### config.mk
export PLATFORM = sky130hd
export DESIGN_NAME = step_ctrl
export DESIGN_NICKNAME = d
export VERILOG_FILES = /design/src/rtl/step_ctrl_pkg.sv /design/src/rtl/step_ctrl_edge_det.sv /design/src/rtl/step_ctrl.sv
export SDC_FILE = /design/constraint.sdc
export NUM_CORES = 1
export LEC_CHECK = 0
export ABC_AREA = 0
export CAP_MARGIN = 40
export CORE_UTILIZATION = 40
export DETAILED_ROUTE_END_ITERATION = 7
export DONT_BUFFER_PORTS = 1
export PLACE_DENSITY = 0.55
export SYNTH_ARGS = -nofsm -noshare
export SYNTH_HDL_FRONTEND = slang
export SYNTH_SLANG_ARGS = --single-unit
export TNS_END_PERCENT = 100
### constraint.sdc
create_clock -name clk -period 4.2 [get_ports clk]
set_input_delay 0.84 -clock clk [delete_from_list [all_inputs] [get_ports clk]]
set_output_delay 0.84 -clock clk [all_outputs]
set_load 0.02 [all_outputs]
### src/rtl/step_ctrl_pkg.sv
// Shared types and constants for the step/run clock controller.
package step_ctrl_pkg;

    typedef enum logic [1:0] {
        ST_STEP   = 2'b00,
        ST_RUN    = 2'b01,
        ST_HALTED = 2'b10
    } state_t;

    localparam int unsigned RATE_SHIFT0 = 0;
    localparam int unsigned RATE_SHIFT1 = 2;
    localparam int unsigned RATE_SHIFT2 = 4;
    localparam int unsigned RATE_SHIFT3 = 6;

    // Auto-run divisor is TC_BASE >> rate_shift(rate_sel).
    function automatic int unsigned rate_shift(input logic [1:0] rate);
        int unsigned sh;
        case (rate)
            2'd0:    sh = RATE_SHIFT0;
            2'd1:    sh = RATE_SHIFT1;
            2'd2:    sh = RATE_SHIFT2;
            default: sh = RATE_SHIFT3;
        endcase
        return sh;
    endfunction

endpackage

### src/rtl/step_ctrl_edge_det.sv
// Registered rising-edge detector; the previous sample resets high so a level
// already asserted when reset releases does not register as an edge.
module edge_det (
    input  logic clk,
    input  logic rst,
    input  logic level,
    output logic rise
);

    logic prev;

    always_ff @(posedge clk or posedge rst) begin
        if (rst) begin
            prev <= 1'b1;
        end else begin
            prev <= level;
        end
    end

    assign rise = level & ~prev;

endmodule

### src/rtl/step_ctrl.sv
// Single-step / auto-run pipeline advance controller with halt support.
// step_pulse is registered: it appears one cycle after the deciding clock edge.
module step_ctrl
    import step_ctrl_pkg::*;
#(
    parameter int TC_BASE = 100_000_000
) (
    input  logic        clk,
    input  logic        rst,
    input  logic        btn_step,
    input  logic        btn_mode,
    input  logic [1:0]  rate_sel,
    input  logic        halt_in,
    input  logic        clr_count,
    output logic        step_pulse,
    output logic [1:0]  state_out,
    output logic [15:0] step_count
);

    localparam int PW = (TC_BASE > 1) ? $clog2(TC_BASE) : 1;

    // Terminal prescaler value for a rate; divisors below one clamp to a pulse every cycle.
    function automatic logic [PW-1:0] tc_last(input logic [1:0] rate);
        int t;
        t = TC_BASE >> rate_shift(rate);
        if (t < 1) begin
            t = 1;
        end
        return PW'(t - 1);
    endfunction

    state_t        state, state_nxt;
    logic [PW-1:0] presc, presc_nxt;
    logic [1:0]    rate_q;
    logic          pulse_nxt;
    logic [15:0]   count_nxt;
    logic          step_rise, mode_rise;

    edge_det u_step_edge (
        .clk   (clk),
        .rst   (rst),
        .level (btn_step),
        .rise  (step_rise)
    );

    edge_det u_mode_edge (
        .clk   (clk),
        .rst   (rst),
        .level (btn_mode),
        .rise  (mode_rise)
    );

    always_ff @(posedge clk or posedge rst) begin
        if (rst) begin
            state      <= ST_STEP;
            presc      <= '0;
            rate_q     <= 2'd0;
            step_pulse <= 1'b0;
            step_count <= 16'd0;
        end else begin
            state      <= state_nxt;
            presc      <= presc_nxt;
            rate_q     <= rate_sel;
            step_pulse <= pulse_nxt;
            step_count <= count_nxt;
        end
    end

    // Priority in RUN: halt, then mode toggle, then rate change, then terminal count.
    always_comb begin
        state_nxt = state;
        presc_nxt = presc;
        pulse_nxt = 1'b0;
        case (state)
            ST_STEP: begin
                if (mode_rise) begin
                    state_nxt = ST_RUN;
                    presc_nxt = '0;
                end else if (step_rise) begin
                    pulse_nxt = 1'b1;
                end
            end
            ST_RUN: begin
                if (halt_in) begin
                    state_nxt = ST_HALTED;
                end else if (mode_rise) begin
                    state_nxt = ST_STEP;
                end else if (rate_sel != rate_q) begin
                    presc_nxt = '0;
                end else if (presc >= tc_last(rate_q)) begin
                    pulse_nxt = 1'b1;
                    presc_nxt = '0;
                end else begin
                    presc_nxt = presc + PW'(1);
                end
            end
            ST_HALTED: begin
                if (mode_rise) begin
                    state_nxt = ST_STEP;
                end
            end
            default: state_nxt = ST_STEP;
        endcase
    end

    always_comb begin
        count_nxt = step_count;
        if (clr_count) begin
            count_nxt = 16'd0;
        end else if (pulse_nxt) begin
            count_nxt = step_count + 16'd1;
        end
    end

    assign state_out = state;

endmodule

==> impl_metrics.json, run 1 <==
{
  "portBuffers": 0,
  "cpPeakStageDelay_ns": 0.55,
  "finish.net_count": 401,
  "synth_enable_flop_cells": 0,
  "gpl_congestion": 0.8422,
  "route.antenna.remaining_nets": 0,
  "number_of_distinct_library_cell_variants_in_the_gate_level_netlist_after_synthesis": 45,
  "multi_input_area_um2": 1947,
  "drc": 0,
  "grt.total_usage_pct": 17.62,
  "num-fill-cells": 771,
  "synth.avg_cell_area_um2": 9.216,
  "yosysSeqAreaShare_pct": 38.54,
  "final_max_slew_viol_count": 0,
  "grtUsageMet3_pct": 3.814,
  "mostFrequentLayoutCells": "48 x sky130_fd_sc_hd__nor2_1, 48 x sky130_fd_sc_hd__dfrtp_1, 34 x sky130_fd_sc_hd__nand2_1",
  "timing.critical_path.from_type": "register",
  "hold_start": "btn_mode",
  "timing.final.crit_period_ns": 3.621,
  "io-pin-count": 27,
  "design_area_um2": 3501,
  "status": "finished, final reports clean",
  "cp_cell_sequence": "inv_1, ha_1, nor2_1, inv_1, ha_1, nand4_2, or4_1, a21oi_2, o2111ai_4, a2111oi_4, mux2_1",
  "finalSetupTns_ns": 0,
  "global_route_met2_utilization_pct": 29.60,
  "pwr_density_cell_nw_per_um2": 291.4,
  "worst-slew-pin-transition_ns": 0.6899,
  "worst_path_max_delay_cell": "sky130_fd_sc_hd__or4_1",
  "yosys_warnings": 0,
  "antennaDiodeCount": 0,
  "cts.sinks": 50,
  "die_area_um2": 8497,
  "tritoncts.num_buffers": 5,
  "max_freq_mhz": 276.2,
  "via_count": 2457,
  "asyncSetResetFlopFracSynth_pct": 100.0,
  "cts_tree": "yes",
  "timing.rr.start": "rate_q[0]",
  "core.rowCount": 32,
  "root_buffer": "sky130_fd_sc_hd__clkbuf_8",
  "worst-endpoint-required_ns": 4.40,
  "finalCritPeriodShare_pct": 86.20,
  "die_width_um": 92.18,
  "first_iter_violations": 92,
  "grt_max_degree": 51,
  "clkTransAtPathRegs_ns": 0.10,
  "placement_stage_cell_area_um2": 3388,
  "worstPathMaxFanout": 8,
  "postCtsResizedCells": 0,
  "endpoint_kind": "register",
  "firstDrtPassIters": 4,
  "drive_gt1_share_pct": 8.864,
  "gr-total-overflow": 0,
  "postSynth.topFlopCell": "sky130_fd_sc_hd__dfrtp_1",
  "pre_cts_ws_ns": 0.6188,
  "timing_hold_violations_final": 0,
  "synthesis.area_um2": 3253,
  "maxCapViolCount": 0,
  "cellLeakagePower_nw": 1.616,
  "core_area_um2": 7807,
  "post_drt_wl_per_cell_um": 14.39,
  "cts_buffer_depth": 2,
  "clock_tree.htree_level_count": 2,
  "crit_arrival_ns": 3.82,
  "grt_pass1_vias": 2443,
  "finClkSkew_ns": 0.007289,
  "rsz0062_at_grt": "no",
  "initial_utilization_pct": 41.67,
  "whs_ns": 0.5115,
  "layout_setup_ws_ns": 0.5794,
  "grt_pass1_wl_mm": 11.92,
  "synth-seq-cells": 50,
  "grt_use_met1_pct": 22.34,
  "detailed_place_hpwl_mm": 4.961,
  "critical_path_launch_point": "rate_q[0]",
  "globalRoute.busiestLayer": "met2",
  "layout-area-overhead-vs-synth_pct": 7.615,
  "timing_worst_setup_path_type": "reg -> reg",
  "antenna_found_initial": 0,
  "postCtsSetupBuffers": 0,
  "vias_per_cell": 5.307,
  "timing.slew.headroom_pct": 53.65,
  "finalSetupViolCount": 0,
  "hold_path_class": "in -> reg",
  "netlist_instances": 353,
  "chipHeight_um": 92.18,
  "clk-insertion-delay-late_ns": 0.31,
  "sequential_cell_area_um2": 1254,
  "cts_hold_repair.buffers": 0,
  "ir_drop_uv": 253.0,
  "route.final.wire_length_mm": 6.663
}
==> final timing paths <==
kind | slack (ns) | cells after the start | endpoint
worst min register to register | 0.52 | 1 | presc[17]
min in group asynchronous | 0.56 | 2 | presc[18]
worst min-delay path | 0.51 | 0 | u_mode_edge.prev
max in group asynchronous | 3.19 | 2 | presc[22]
worst max register to register | 0.58 | 11 | step_count[15]
worst max-delay path | 0.58 | 11 | step_count[15]
==> worst max-delay path, delay by kind of cell, from the launching register on <==
kind,cells,cell delay (ns)
buf+inv,2,0.26
compound gates,3,0.95
mux,1,0.36
simple gates,3,0.97
fa+ha+maj,2,0.54
flops,1,0.42
==> layer usage <==
layer / part of all wire [%] / wire [um] / up-vias
li1: - / - / 1244
met1: 47 / 3149 / 1162
met2: 47 / 3128 / 44
met3: 4.4 / 295 / 7
met4: 1.4 / 90 / 0
met5: 0 / 0 / -
==> cells in the mapped netlist (11+ instances only) <==
library cell / number / area share (%)
sky130_fd_sc_hd__xor2_1: 16 / 4.3
sky130_fd_sc_hd__and3_1: 12 / 2.3
sky130_fd_sc_hd__a21oi_1: 19 / 2.9
sky130_fd_sc_hd__mux2_2: 13 / 4.5
sky130_fd_sc_hd__inv_1: 11 / 1.3
sky130_fd_sc_hd__ha_1: 33 / 13
sky130_fd_sc_hd__nand3_1: 23 / 3.5
sky130_fd_sc_hd__nor2_1: 48 / 5.5
sky130_fd_sc_hd__o21ai_0: 12 / 1.8
sky130_fd_sc_hd__nand2_1: 34 / 3.9
sky130_fd_sc_hd__dfrtp_1: 48 / 37
sky130_fd_sc_hd__nor2b_1: 17 / 3.3
==> kinds of logic after synthesis <==
family	count (synthesis)	synth area share [%]
compound gates	47	9.693
xor+xnor	23	6.192
fa+ha+maj	33	12.69
buf+inv	18	2.077
flops	50	38.54
mux	16	5.462
other cells	2	0.2309
simple gates	164	25.12
==> per-stage QoR <==
step | total power, mW | utilization [%] | cells
CTS | 1.040 | 44.84 | 463
floorplan | 0.6336 | - | 357
detailed placement | 0.6769 | 43.40 | 455
global placement | 0.6771 | 43.40 | 455
finish | 1.020 | 44.84 | 463
global route | 1.079 | 44.84 | 463
==> state kept, by name (all words and copies together) (netlist names) <==
register	count
presc	27
rate_q	2
state_out	2
step_count	16
step_pulse	1
u_mode_edge.prev	1
u_step_edge.prev	1
==> cell type report <==
class / instances / area share (%)
clock buffer: 5 / 1.966
clock inverter: 3 / 1.251
inverter: 12 / 1.287
multi-input combinational: 289 / 55.61
sequential: 50 / 35.81
tap: 102 / 3.645
timing repair buffer: 2 / 0.4289
==> power by group <==
part	internal (mW)	leakage (nW)	switching [mW]	total [mW]
registers	0.496	0.684	0.0442	0.540
clock network	0.179	0.0585	0.177	0.356
logic	0.0388	0.873	0.0856	0.124
total	0.713	1.62	0.307	1.02
(Power assumes the default switching activity.)
==> inputs of run 2 (changes only) <==
--- a/config.mk
+++ b/config.mk
@@ -7,10 +7,12 @@
 export LEC_CHECK = 0
 export ABC_AREA = 0
 export CAP_MARGIN = 40
-export CORE_UTILIZATION = 40
+export CORE_UTILIZATION = 28
 export DETAILED_ROUTE_END_ITERATION = 7
 export DONT_BUFFER_PORTS = 1
-export PLACE_DENSITY = 0.55
+export PLACE_DENSITY = 0.42
+export REMOVE_ABC_BUFFERS = 1
+export SETUP_SLACK_MARGIN = 0.5
 export SYNTH_ARGS = -nofsm -noshare
 export SYNTH_HDL_FRONTEND = slang
 export SYNTH_SLANG_ARGS = --single-unit
==> run 2 against run 1 <==
Combinational power up 7%. Power up 8.3%. Sequential cell count unchanged. Utilization down 12 points. Non-clock buffer count up 1. Critical endpoint unchanged. Clock-buffer cell count unchanged. Largest power group unchanged. Sequential share of layout area down 1.1 points. Final cell count up 8.4%.
==> impl_metrics.json, run 2 (synthesis results as in run 1) <==
{
  "worstPathMaxFanout": 8,
  "drive_gt1_share_pct": 9.392,
  "cts_tree": "yes",
  "gpl_congestion": 0.8125,
  "max_freq_mhz": 295.1,
  "final_max_slew_viol_count": 0,
  "core_area_um2": 11080,
  "drc": 0,
  "layout_commonest_cell": "sky130_fd_sc_hd__dfrtp_1",
  "grt_pass1_wl_mm": 13.02,
  "biggestRegsByFlops": "presc x27, step_count x16",
  "num-fill-cells": 1196,
  "maxCapViolCount": 0,
  "pwr_density_cell_nw_per_um2": 305.9,
  "status": "finished, final reports clean",
  "route.final.wire_length_mm": 7.400,
  "die_width_um": 109.8,
  "firstDrtPassIters": 4,
  "p_int_mw": 0.7678,
  "ir_drop_uv": 176.8,
  "crit_arrival_ns": 3.57,
  "timing.slew.headroom_pct": 41.29,
  "endpoint_kind": "register",
  "die_area_um2": 12050,
  "hold_path_class": "reg -> reg",
  "timing_worst_setup_path_type": "reg -> reg",
  "clock_power_share_pct": 39.2,
  "finalSetupTns_ns": 0,
  "first_iter_violations": 63,
  "grt_pass1_vias": 2556,
  "finalCritPeriodShare_pct": 80.68,
  "rsz0062_at_grt": "no",
  "initial_utilization_pct": 29.37,
  "core.rowCount": 38,
  "timing.critical_path.from_type": "register",
  "io-pin-count": 27,
  "mostFrequentLayoutCells": "48 x sky130_fd_sc_hd__dfrtp_1, 47 x sky130_fd_sc_hd__nor2_1, 34 x sky130_fd_sc_hd__nand2_1",
  "combinationalPowerShare_pct": 12.0,
  "seqPwrFrac_pct": 48.8,
  "report.power.total_mw": 1.105,
  "largest_register": "presc",
  "timing.final.crit_period_ns": 3.389,
  "cpPeakStageDelay_ns": 0.60,
  "root_buffer": "sky130_fd_sc_hd__clkbuf_16",
  "clock_tree.htree_level_count": 2,
  "vias_per_cell": 4.869,
  "portBuffers": 0,
  "cp_cell_sequence": "ha_1, nor2_4, inv_1, ha_1, nand4_2, or4_1, a21oi_4, o2111ai_4, a2111oi_4, mux2_1",
  "gr-total-overflow": 0,
  "crit_top_cell": "sky130_fd_sc_hd__ha_1",
  "antenna_found_initial": 0,
  "worst-endpoint-required_ns": 4.38,
  "detailed_place_hpwl_mm": 5.517,
  "grt.total_usage_pct": 14.07,
  "largest_reg_flops": 27,
  "whs_ns": 0.5261,
  "tritoncts.num_buffers": 5,
  "cts_buffer_depth": 2,
  "net-switching-power_mw": 0.3373,
  "worst_path_max_delay_cell": "sky130_fd_sc_hd__or4_1",
  "grt_max_degree": 51,
  "clkTransAtPathRegs_ns": 0.08,
  "layout-area-overhead-vs-synth_pct": 11.04,
  "cellLeakagePower_nw": 1.641,
  "post_drt_wl_per_cell_um": 14.74,
  "fin_util_pct": 32.61,
  "route.antenna.remaining_nets": 0,
  "finish.net_count": 402,
  "timing_hold_violations_final": 0,
  "worst-slew-pin-transition_ns": 0.8584,
  "clk-insertion-delay-late_ns": 0.30,
  "power.share.switching_pct": 30.52,
  "chipHeight_um": 109.8,
  "finClkSkew_ns": 0.009886,
  "finalSetupViolCount": 0,
  "antennaDiodeCount": 0,
  "cts.sinks": 50,
  "via_count": 2444
}
==> run 2: repair_timing <==
| item | 4_1_cts | 5_1_grt |
|---|---|---|
| hold endpoints to repair | 0 | 0 |
| hold buffers | 0 | 0 |
| setup endpoints to repair | 0 | 13 |
| resized for setup | 0 | 3 |
| setup buffers | 0 | 0 |
==> run 2: power by group through the flow <==
| stage | combinational [mW] | clock (mW) | sequential (mW) |
|---|---|---|---|
| after detailed placement | 0.135 | 0 | 0.550 |
| after floorplan | 0.0897 | 0 | 0.537 |
| after CTS | 0.137 | 0.452 | 0.540 |
| after global placement | 0.136 | 0 | 0.549 |
| after global routing | 0.155 | 0.472 | 0.544 |
| final | 0.133 | 0.433 | 0.539 |
==> run 2: worst paths after layout <==
path	from	to	slack (ns)	depth (start not counted)
max	rate_q[1]	step_count[15]	0.81	10
min	presc[17]	presc[17]	0.53	1
max reg2reg	rate_q[1]	step_count[15]	0.81	10
min reg2reg	presc[17]	presc[17]	0.53	1
max in group asynchronous	rst	presc[9]	3.15	2
min in group asynchronous	rst	presc[15]	0.61	2
==> run 2: metrics by stage <==
stage	setup WS (ns)	area, um^2	std cells
6_report	0.8114	3612	502
5_1_grt	0.5656	3612	502
4_1_cts	0.5442	3597	502
3_5_place_dp	0.5714	3443	494
3_3_place_gp	0.6855	3443	494
2_1_floorplan	0.8921	3246	351
==> run 2: per-layer routing <==
metal  track usage (%)  up-vias  part of all wire, %
met5                 0        -                    0
met3             3.853        4                  4.4
li1                  -     1246                    -
met4             2.857        0                 0.69
met1             17.51     1164                   47
met2             24.20       30                   48
==> run 2: cell type report <==
type / count / area (um^2) / share of cell area (%)
well taps: 140 / 175.2 / 4.849
inverters: 12 / 45.04 / 1.247
clock inverters: 3 / 28.78 / 0.7967
repair buffers: 3 / 22.52 / 0.6235
multi-input cells: 289 / 1962 / 54.31
flip-flops and latches: 50 / 1254 / 34.71
clock buffers: 5 / 125.1 / 3.464
==> run 2: worst max-delay path: cells and delay by family, from the launching register on <==
kind	cells	cell delay [ns]
simple gates	3	0.91
buf+inv	1	0.12
compound gates	3	0.85
mux	1	0.34
fa+ha+maj	2	0.59
flops	1	0.44
